==> config.mk <==
export PLATFORM = sky130hd
export DESIGN_NAME = fr_ctr_bank
export DESIGN_NICKNAME = d
export VERILOG_FILES = /design/src/rtl/fr_ctr_pkg.sv /design/src/rtl/fr_ctr_chan.sv /design/src/rtl/fr_ctr_bank.sv
export SDC_FILE = /design/constraint.sdc
export NUM_CORES = 1
export LEC_CHECK = 0
export CORE_MARGIN = 1
export CORE_UTILIZATION = 45
export DETAILED_ROUTE_END_ITERATION = 8
export GPL_TIMING_DRIVEN = 0
export PLACE_DENSITY = 0.74
export RECOVER_POWER = 50
export SLEW_MARGIN = 5
export SYNTH_ARGS = -nofsm -noshare
export SYNTH_HDL_FRONTEND = slang
export SYNTH_HIERARCHICAL = 1
export SYNTH_SLANG_ARGS = --single-unit
==> constraint.sdc <==
create_clock -name clk -period 4.95 [get_ports clk]
set_clock_uncertainty 0.2 [all_clocks]
set_input_delay 0.99 -clock clk [delete_from_list [all_inputs] [get_ports clk]]
set_output_delay 0.99 -clock clk [all_outputs]
set_load 0.02 [all_outputs]
==> src/rtl/fr_ctr_pkg.sv <==
// Shared types and helpers for the free-running counter bank.
package fr_ctr_pkg;

  typedef enum logic {
    IDLE = 1'b0,
    SEND = 1'b1
  } rd_state_t;

  localparam int unsigned WRAP = 0;
  localparam int unsigned SAT  = 1;

  // Index width for n items, never narrower than one bit.
  function automatic int unsigned clog2_min1(input int unsigned n);
    int unsigned w;
    w = 0;
    for (int unsigned i = 0; i < 32; i++) begin
      if ((64'd1 << w) < 64'(n)) w++;
    end
    return (w == 0) ? 1 : w;
  endfunction

endpackage

==> src/rtl/fr_ctr_chan.sv <==
// Single event counter with sticky overflow flag and selectable wrap/saturate.
module fr_ctr_chan
  import fr_ctr_pkg::*;
#(
  parameter int unsigned WIDTH    = 32,
  parameter int unsigned SATURATE = WRAP
) (
  input  logic             clk,
  input  logic             rst,
  input  logic             en,
  input  logic             clr,
  output logic [WIDTH-1:0] val,
  output logic             ovf
);

  always_ff @(posedge clk) begin
    if (rst) begin
      val <= '0;
      ovf <= 1'b0;
    end else if (clr) begin
      val <= '0;
      ovf <= 1'b0;
    end else if (en) begin
      if (val == '1) begin
        ovf <= 1'b1;
        if (SATURATE == WRAP) val <= '0;
      end else begin
        val <= val + WIDTH'(1);
      end
    end
  end

endmodule

==> src/rtl/fr_ctr_bank.sv <==
// Bank of event counters with an atomic snapshot streamed out one word per handshake.
module fr_ctr_bank
  import fr_ctr_pkg::*;
#(
  parameter  int unsigned WIDTH    = 32,
  parameter  int unsigned CHANNELS = 4,
  parameter  int unsigned SATURATE = WRAP,
  localparam int unsigned CW       = clog2_min1(CHANNELS)
) (
  input  logic                clk,
  input  logic                rst,
  input  logic [CHANNELS-1:0] en,
  input  logic [CHANNELS-1:0] clr,
  output logic [CHANNELS-1:0] ovf,
  input  logic                snap,
  output logic                busy,
  output logic                rd_valid,
  input  logic                rd_ready,
  output logic [CW-1:0]       rd_chan,
  output logic [WIDTH-1:0]    rd_data
);

  localparam logic [CW-1:0] LAST = CW'(CHANNELS - 1);

  logic [WIDTH-1:0] cnt    [CHANNELS];
  logic [WIDTH-1:0] shadow [CHANNELS];

  rd_state_t     state, state_nx;
  logic [CW-1:0] chan, chan_nx;
  logic          load;

  for (genvar g = 0; g < CHANNELS; g++) begin : g_chan
    fr_ctr_chan #(
      .WIDTH    (WIDTH),
      .SATURATE (SATURATE)
    ) u_chan (
      .clk (clk),
      .rst (rst),
      .en  (en[g]),
      .clr (clr[g]),
      .val (cnt[g]),
      .ovf (ovf[g])
    );
  end

  // Shadow captures the pre-edge counts, so a coincident clr/en is not visible in the snapshot.
  always_ff @(posedge clk) begin
    if (rst) begin
      state <= IDLE;
      chan  <= '0;
      for (int unsigned i = 0; i < CHANNELS; i++) shadow[i] <= '0;
    end else begin
      state <= state_nx;
      chan  <= chan_nx;
      if (load) begin
        for (int unsigned i = 0; i < CHANNELS; i++) shadow[i] <= cnt[i];
      end
    end
  end

  always_comb begin
    state_nx = state;
    chan_nx  = chan;
    load     = 1'b0;
    case (state)
      IDLE: begin
        if (snap) begin
          load     = 1'b1;
          chan_nx  = '0;
          state_nx = SEND;
        end
      end
      SEND: begin
        if (rd_ready) begin
          if (chan == LAST) begin
            chan_nx  = '0;
            state_nx = IDLE;
          end else begin
            chan_nx = chan + CW'(1);
          end
        end
      end
      default: state_nx = IDLE;
    endcase
  end

  assign busy     = (state == SEND);
  assign rd_valid = (state == SEND);
  assign rd_chan  = chan;
  assign rd_data  = shadow[chan];

endmodule

==> results of run 1 <==
## kinds of logic (layout without fill, tap and decap cells)
logic type                 count (synthesis)  after routing
AOI/OAI and AO/OA                         32             32
adders and majority gates                  5              5
and+or+nand+nor                          490            490
xor gates and xnor gates                 116            116
muxes                                     37             37
buffers and inverters                     55            158
DFF                                      265            265
## layout make-up
class / instances / share of cell area (%)
Sequential cell: 265 / 48.7
Multi-Input combinational cell: 680 / 34.9
Clock buffer: 40 / 6.44
Timing Repair Buffer: 53 / 4.13
Tap cell: 330 / 3.05
Buffer: 46 / 2.03
Clock inverter: 10 / 0.527
Inverter: 9 / 0.250
## per-layer routing
metal,up-vias,GRT usage (%)
li1,3674,-
met1,3677,25.9
met2,148,32.3
met3,42,2.74
met4,0,6.33
met5,-,0
## where the power goes
group | internal [uW] | total, uW | switching [uW]
clock network | 1230 | 2080 | 846
registers | 2350 | 2380 | 28.3
logic | 100 | 232 | 131
total | 3680 | 4690 | 1010
## critical path, cell delays in order, from the launching register on
cell,delay [ns]
dfxtp_1,0.32
buf_6,0.13
buf_6,0.19
mux4_2,0.58
clkdlybuf4s50_1,0.57
## worst paths after layout
kind,startpoint,end,slack [ns]
worst max-delay path,flip-flop,rd_data[15],1.45
worst min-delay path,g_chan[0].u_chan/ovf$_SDFFE_PP0P_,g_chan[0].u_chan/ovf$_SDFFE_PP0P_,0.27
worst max register to register,g_chan[1].u_chan/val[0]$_SDFFE_PP0P_,g_chan[1].u_chan/val[29]$_SDFFE_PP0P_,2.09
worst min register to register,g_chan[0].u_chan/ovf$_SDFFE_PP0P_,g_chan[0].u_chan/ovf$_SDFFE_PP0P_,0.27
## cells in the final DEF, fill, tap and decap left out, drive strengths merged, types with 2 or more instances in the layout
master,n
nor2,149
and2,140
dfxtp,137
edfxtp,128
xor2,100
clkbuf,66
nand4,60
clkdlybuf4s50,46
nand2,40
nand3,36
mux4,32
and3,32
buf,22
xnor2,16
inv,11
o21ai,9
and4,8
nor3,8
clkinv,7
ha,5
dlygate4sd3,5
nor2b,4
or2,4
mux2i,4
o211ai,4
or3,4
a21oi,4
o21a,4
a31oi,4
a41o,4
nand2b,2
## registers in the layout (all words and copies together), names as in the netlist, named ones only
signal,flops
shadow,128
rd_chan,2
g_chan.u_chan/ovf,4
g_chan.u_chan/val,128
busy,1
## metrics by stage
step           setup TNS [ns]  power [uW]  hold WS (ns)  setup WS, ns  std cells
3_3_place_gp          -161.68        2670         0.251         -1.27       1381
2_1_floorplan               0        2560         0.267         0.656       1000
5_1_grt                     0        4830         0.283          1.37       1433
3_5_place_dp                0        2670         0.261          1.54       1383
6_report                    0        4690         0.267          1.45       1433
4_1_cts                     0        4740         0.276          1.42       1433
==> run_results.csv, run 1 <==
group,metric,value,unit
run_status,status,"finished, final reports clean",
routing,wl_per_cell,17.3,um
floorplanning,core_area,25400,sq um
power,ir_drop,0.000264,V
yosys,synth_commonest_cells,"149 x nor2_1, 140 x and2_1, 137 x dfxtp_1",
grt,gr-usage-all-layers,19.3,%
yosys,synth-main-ff-cell,"dfxtp_1",
place,placed_area,12700,sq um
place,place_hpwl,17700,um
worst_hold_path,hold_depth,1,
worst_setup_path,cp_max_fo,10,
clock_tree,root_buffer,"clkbuf_16",
yosys,synth_simple_gate_area_share,22.9,%
yosys,synthAdderAreaFrac,0.534,%
routing,postRouteAntennaNets,0,
grt,grt_pass1_wl,39700,um
layout,nFillCells,2146,
grt,antenna_found_initial,0,
routing,routed-via-count,7541,
clock_tree,worstSkewPairLatency,0.53,ns
yosys,yosys_warnings,6,
yosys,ys_top_cells_by_area,"edfxtp_1 33%, dfxtp_1 23%, and2_1 7.5%, xor2_1 7.5%, mux4_2 6.1%",
clock_tree,cts_resized,0,
layout,postLayoutCoreUtil,53.3,%
clock_tree,cts_tree,"done",
yosys,synthMuxAreaShare,6.59,%
place,io_buffer_count,51,
layout,final_area,13500,sq um
floorplanning,io_pins,52,
layout,regArea,6590,sq um
yosys,synthCells,1000,
yosys,synth_xor_area_share,8.67,%
yosys,synth_compound_area_share,2.20,%
yosys,avgSynthCellArea,11.7,sq um
grt,overflow,0,
yosys,synth_top_family_by_area,"simple AND/OR/NAND/NOR gates",
clock_tree,clockBufferDepth,3,
clock_tree,clock-sinks,265,
layout,drive_gt1_share,10.6,%
yosys,seq_area_frac_synth,56.2,%
grt,grt_pass1_vias,7221,
layout,final_nets,1099,
layout,diodes,0,
power,leakagePower,0.00492,uW
power,pwr_density_cell,347,nW/um^2
clock_tree,h-tree-depth,1,
grt,grt_max_degree,74,
sta,fmax,0.286,GHz
layout,multiInputGateArea,4720,sq um
layout,area_delta_synth_final,15.4,%
job,max_cap_viol_count,0,
worst_setup_path,required,3.76,ns
yosys,synth_most_common_cell,"nor2_1",
clock_tree,numCtsBuffers,27,
worst_setup_path,rr_worst_depth,7,
clock_tree,clkTransAtPathRegs,0.06,ns
sta,relSlewSlack,27.3,%
yosys,yosysTopAreaCell,"edfxtp_1",
clock_tree,post_cts_buffers,0,
worst_setup_path,worstSetupStartpointType,"flip-flop",
routing,drc,0,
sta,finalMaxSlewViolations,0,
yosys,synth-seq-cells,265,
routing,drt-initial-drc-count,459,
floorplanning,dieHeight,163,um
yosys,synth_fp_nets,1017,
floorplanning,die_area,26700,sq um
routing,wl_met3,1000,um
yosys,synth_top_area_share,32.8,%
sta,setup_viol,0,
sta,period_share,70.7,%
yosys,synth_cell_types,41,
yosys,synth_edf_count,128,
worst_setup_path,end_kind,"output pin",
yosys,syn_area,11700,sq um
floorplanning,die_x,163,um
routing,drt_wl_total,24800,um
yosys,async_flop_share,0,%
floorplanning,start_util,46.1,%
sta,rsz0062_at_grt,"no",
worst_setup_path,cp.arrival,2.31,ns
sta,finalHoldViolCount,0,
worst_setup_path,path_class,"flip-flop to output pin",
sta,tightest_slew,1.08,ns
routing,top_layer,"met4",
routing,vias_per_cell,5.26,
clock_tree,ctsHoldBuffers,0,
routing,dr_wl_met2,12000,um
worst_hold_path,min_path_type,"flip-flop to flip-flop",
place,gp_congestion,0.913,
routing,drt_pre_antenna_iters,5,
routing,drt-met1-wl,11000,um
sta,final.min_clock_period,3.50,ns
floorplanning,rows,58,
Note: power is estimated with default switching activity, not from simulation.
==> run 2, diff against run 1 <==
Settings changed: PLACE_DENSITY 0.74 to 0.77.
Clock period 4.95 ns to 2.89 ns, I/O delays scaled along.
==> run_results.csv, run 2 (synthesis gave the netlist of run 1 again) <==
group,metric,value,unit
run_status,status,"finished, final reports clean",
worst_hold_path,worstHoldStart,"g_chan[0].u_chan/ovf$_SDFFE_PP0P_",
floorplanning,rows,58,
floorplanning,start_util,46.1,%
layout,area_delta_synth_final,14.2,%
sta,fin_hold_ws,0.266,ns
layout,final_nets,1098,
sta,tightest_slew,0.929,ns
sta,relSlewSlack,37.6,%
worst_setup_path,rr_worst_depth,6,
floorplanning,die_area,26700,sq um
worst_setup_path,r2r-end,"g_chan[0].u_chan/val[18]$_SDFFE_PP0P_",
sta,setup_viol,0,
sta,rsz0062_at_grt,"no",
power,leakagePower,0.00494,uW
floorplanning,io_pins,52,
floorplanning,core_area,25400,sq um
sta,final.min_clock_period,2.85,ns
worst_setup_path,worstSetupStartpointType,"flip-flop",
worst_setup_path,required,2.11,ns
grt,overflow,0,
worst_setup_path,ff2ff_setup_slack,0.15,ns
place,placed_area,12700,sq um
worst_hold_path,min_path_type,"flip-flop to flip-flop",
grt,grt_max_degree,75,
clock_tree,cts_tree,"done",
sta,finalMaxSlewViolations,0,
grt,grt_pass1_vias,7507,
worst_hold_path,hold_depth,1,
power,ir_drop,0.000407,V
clock_tree,post_cts_buffers,0,
routing,dr_wl_met2,12500,um
routing,vias_per_cell,5.40,
worst_setup_path,max_stage_delay,0.55,ns
grt,grt_pass1_wl,40500,um
sta,finalSetupTns,0,ns
worst_setup_path,end_kind,"output pin",
routing,wl_per_cell,17.7,um
clock_tree,clockBufferDepth,3,
layout,nFillCells,2141,
worst_setup_path,cp_max_fo,10,
layout,drive_gt1_share,10.2,%
worst_setup_path,rr_startpoint,"g_chan[0].u_chan/val[13]$_SDFFE_PP0P_",
worst_setup_path,cp.arrival,2.07,ns
routing,wl_met3,1190,um
place,io_buffer_count,51,
clock_tree,root_buffer,"clkbuf_16",
layout,final_area,13400,sq um
worst_setup_path,cp_slowest_cell,"mux4_2",
routing,drc,0,
layout,diodes,0,
routing,top_layer,"met4",
grt,gr-usage-all-layers,19.5,%
floorplanning,dieHeight,163,um
layout,reg.largest.list,"g_chan.u_chan/val: 128 flops, shadow: 128 flops, g_chan.u_chan/ovf: 4 flops",
routing,drt-met1-wl,10900,um
clock_tree,clkTransAtPathRegs,0.06,ns
worst_setup_path,crit_chain,"buf_6 -> buf_8 -> mux4_2 -> dlygate4sd2_1",
routing,drt_wl_total,25300,um
routing,postRouteAntennaNets,0,
layout,final_cells,1431,
clock_tree,worstSkewPairLatency,0.54,ns
clock_tree,clock-sinks,265,
floorplanning,die_x,163,um
layout,postLayoutCoreUtil,52.7,%
layout,layout_common_cells,"149 x nor2_1, 137 x dfxtp_1, 128 x edfxtp_1",
sta,finalHoldViolCount,0,
place,gp_congestion,0.931,
power,pwr_density_cell,576,nW/um^2
clock_tree,h-tree-depth,1,
job,max_cap_viol_count,0,
sta,fmax,0.351,GHz
clock_tree,numCtsBuffers,27,
routing,drt_pre_antenna_iters,5,
sta,period_share,98.6,%
place,dp.cells,1382,
grt,antenna_found_initial,0,
worst_hold_path,whs_endpoint,"g_chan[0].u_chan/ovf$_SDFFE_PP0P_",
worst_setup_path,path_class,"flip-flop to output pin",
place,place_hpwl,17900,um
routing,routed-via-count,7724,
layout,layout_commonest_cell,"nor2_1",
routing,drt-initial-drc-count,505,
[run 2: cell types whose count changed in the layout (fill, tap and decap cells not counted), moves of 2 or more]
| cell | delta |
|---|---|
| buf_8 | +3 |
| and2_1 | -11 |
| clkinv_4 | -3 |
| o21ai_1 | +3 |
| clkbuf_16 | -5 |
| buf_6 | -3 |
| clkdlybuf4s50_1 | -31 |
| clkinv_2 | -2 |
| clkbuf_2 | +5 |
| clkdlybuf4s15_1 | +5 |
| o21ai_0 | -4 |
| dlygate4sd2_1 | +25 |
| and2_0 | +11 |
| clkbuf_1 | +3 |
[run 2: area by class of cell]
class	count	area, sq um	share of cell area [%]
plain buffers	46	293	2.19
clock buffers	44	790	5.90
clock inverters	5	31.3	0.234
inverters	9	33.8	0.252
multi-input cells	680	4730	35.3
flip-flops and latches	265	6590	49.2
well taps	330	413	3.09
repair buffers	52	509	3.81
[run 2: critical path, delay by kind of cell (launching register included)]
family / cells / cell delay, ns
buffers and inverters: 3 / 0.66
multiplexers: 1 / 0.55
flip-flops: 1 / 0.33
[run 2: timing repair]
| action | in CTS | in global routing |
|---|---|---|
| hold buffers | 0 | 0 |
| setup endpoints to repair | 30 | 16 |
| resized for setup | 32 | 7 |
[run 2: power by group]
part	total (uW)	internal, uW	switching, uW
Sequential	4080	4030	49.6
Combinational	376	151	225
Clock	3250	1860	1390
[run 2: worst max path at each step]
stage                                 endpoint  cells past startpoint
CTS                                rd_data[31]                      4
global placement    shadow[3][0]$_SDFFCE_PN0P_                      2
floorplan           shadow[0][0]$_SDFFCE_PN0P_                      1
global route                       rd_data[12]                      4
detailed placement  shadow[2][0]$_SDFFCE_PN0P_                      3
finish                             rd_data[12]                      4
[run 2: metrics by stage]
stage	power [uW]	setup slack (ns)
after CTS	7770	-0.00240
after global routing	7930	0.00213
after global placement	4560	-1.39
after detailed placement	4570	-0.281
final	7710	0.0413
after floorplan	4380	0.137
[run 2: per-layer routing]
metal  vias up  global-route usage, %
li1       3669                      -
met4         0                   6.16
met3        48                   2.16
met1      3784                   25.9
met5         -                      0
met2       223                   33.2
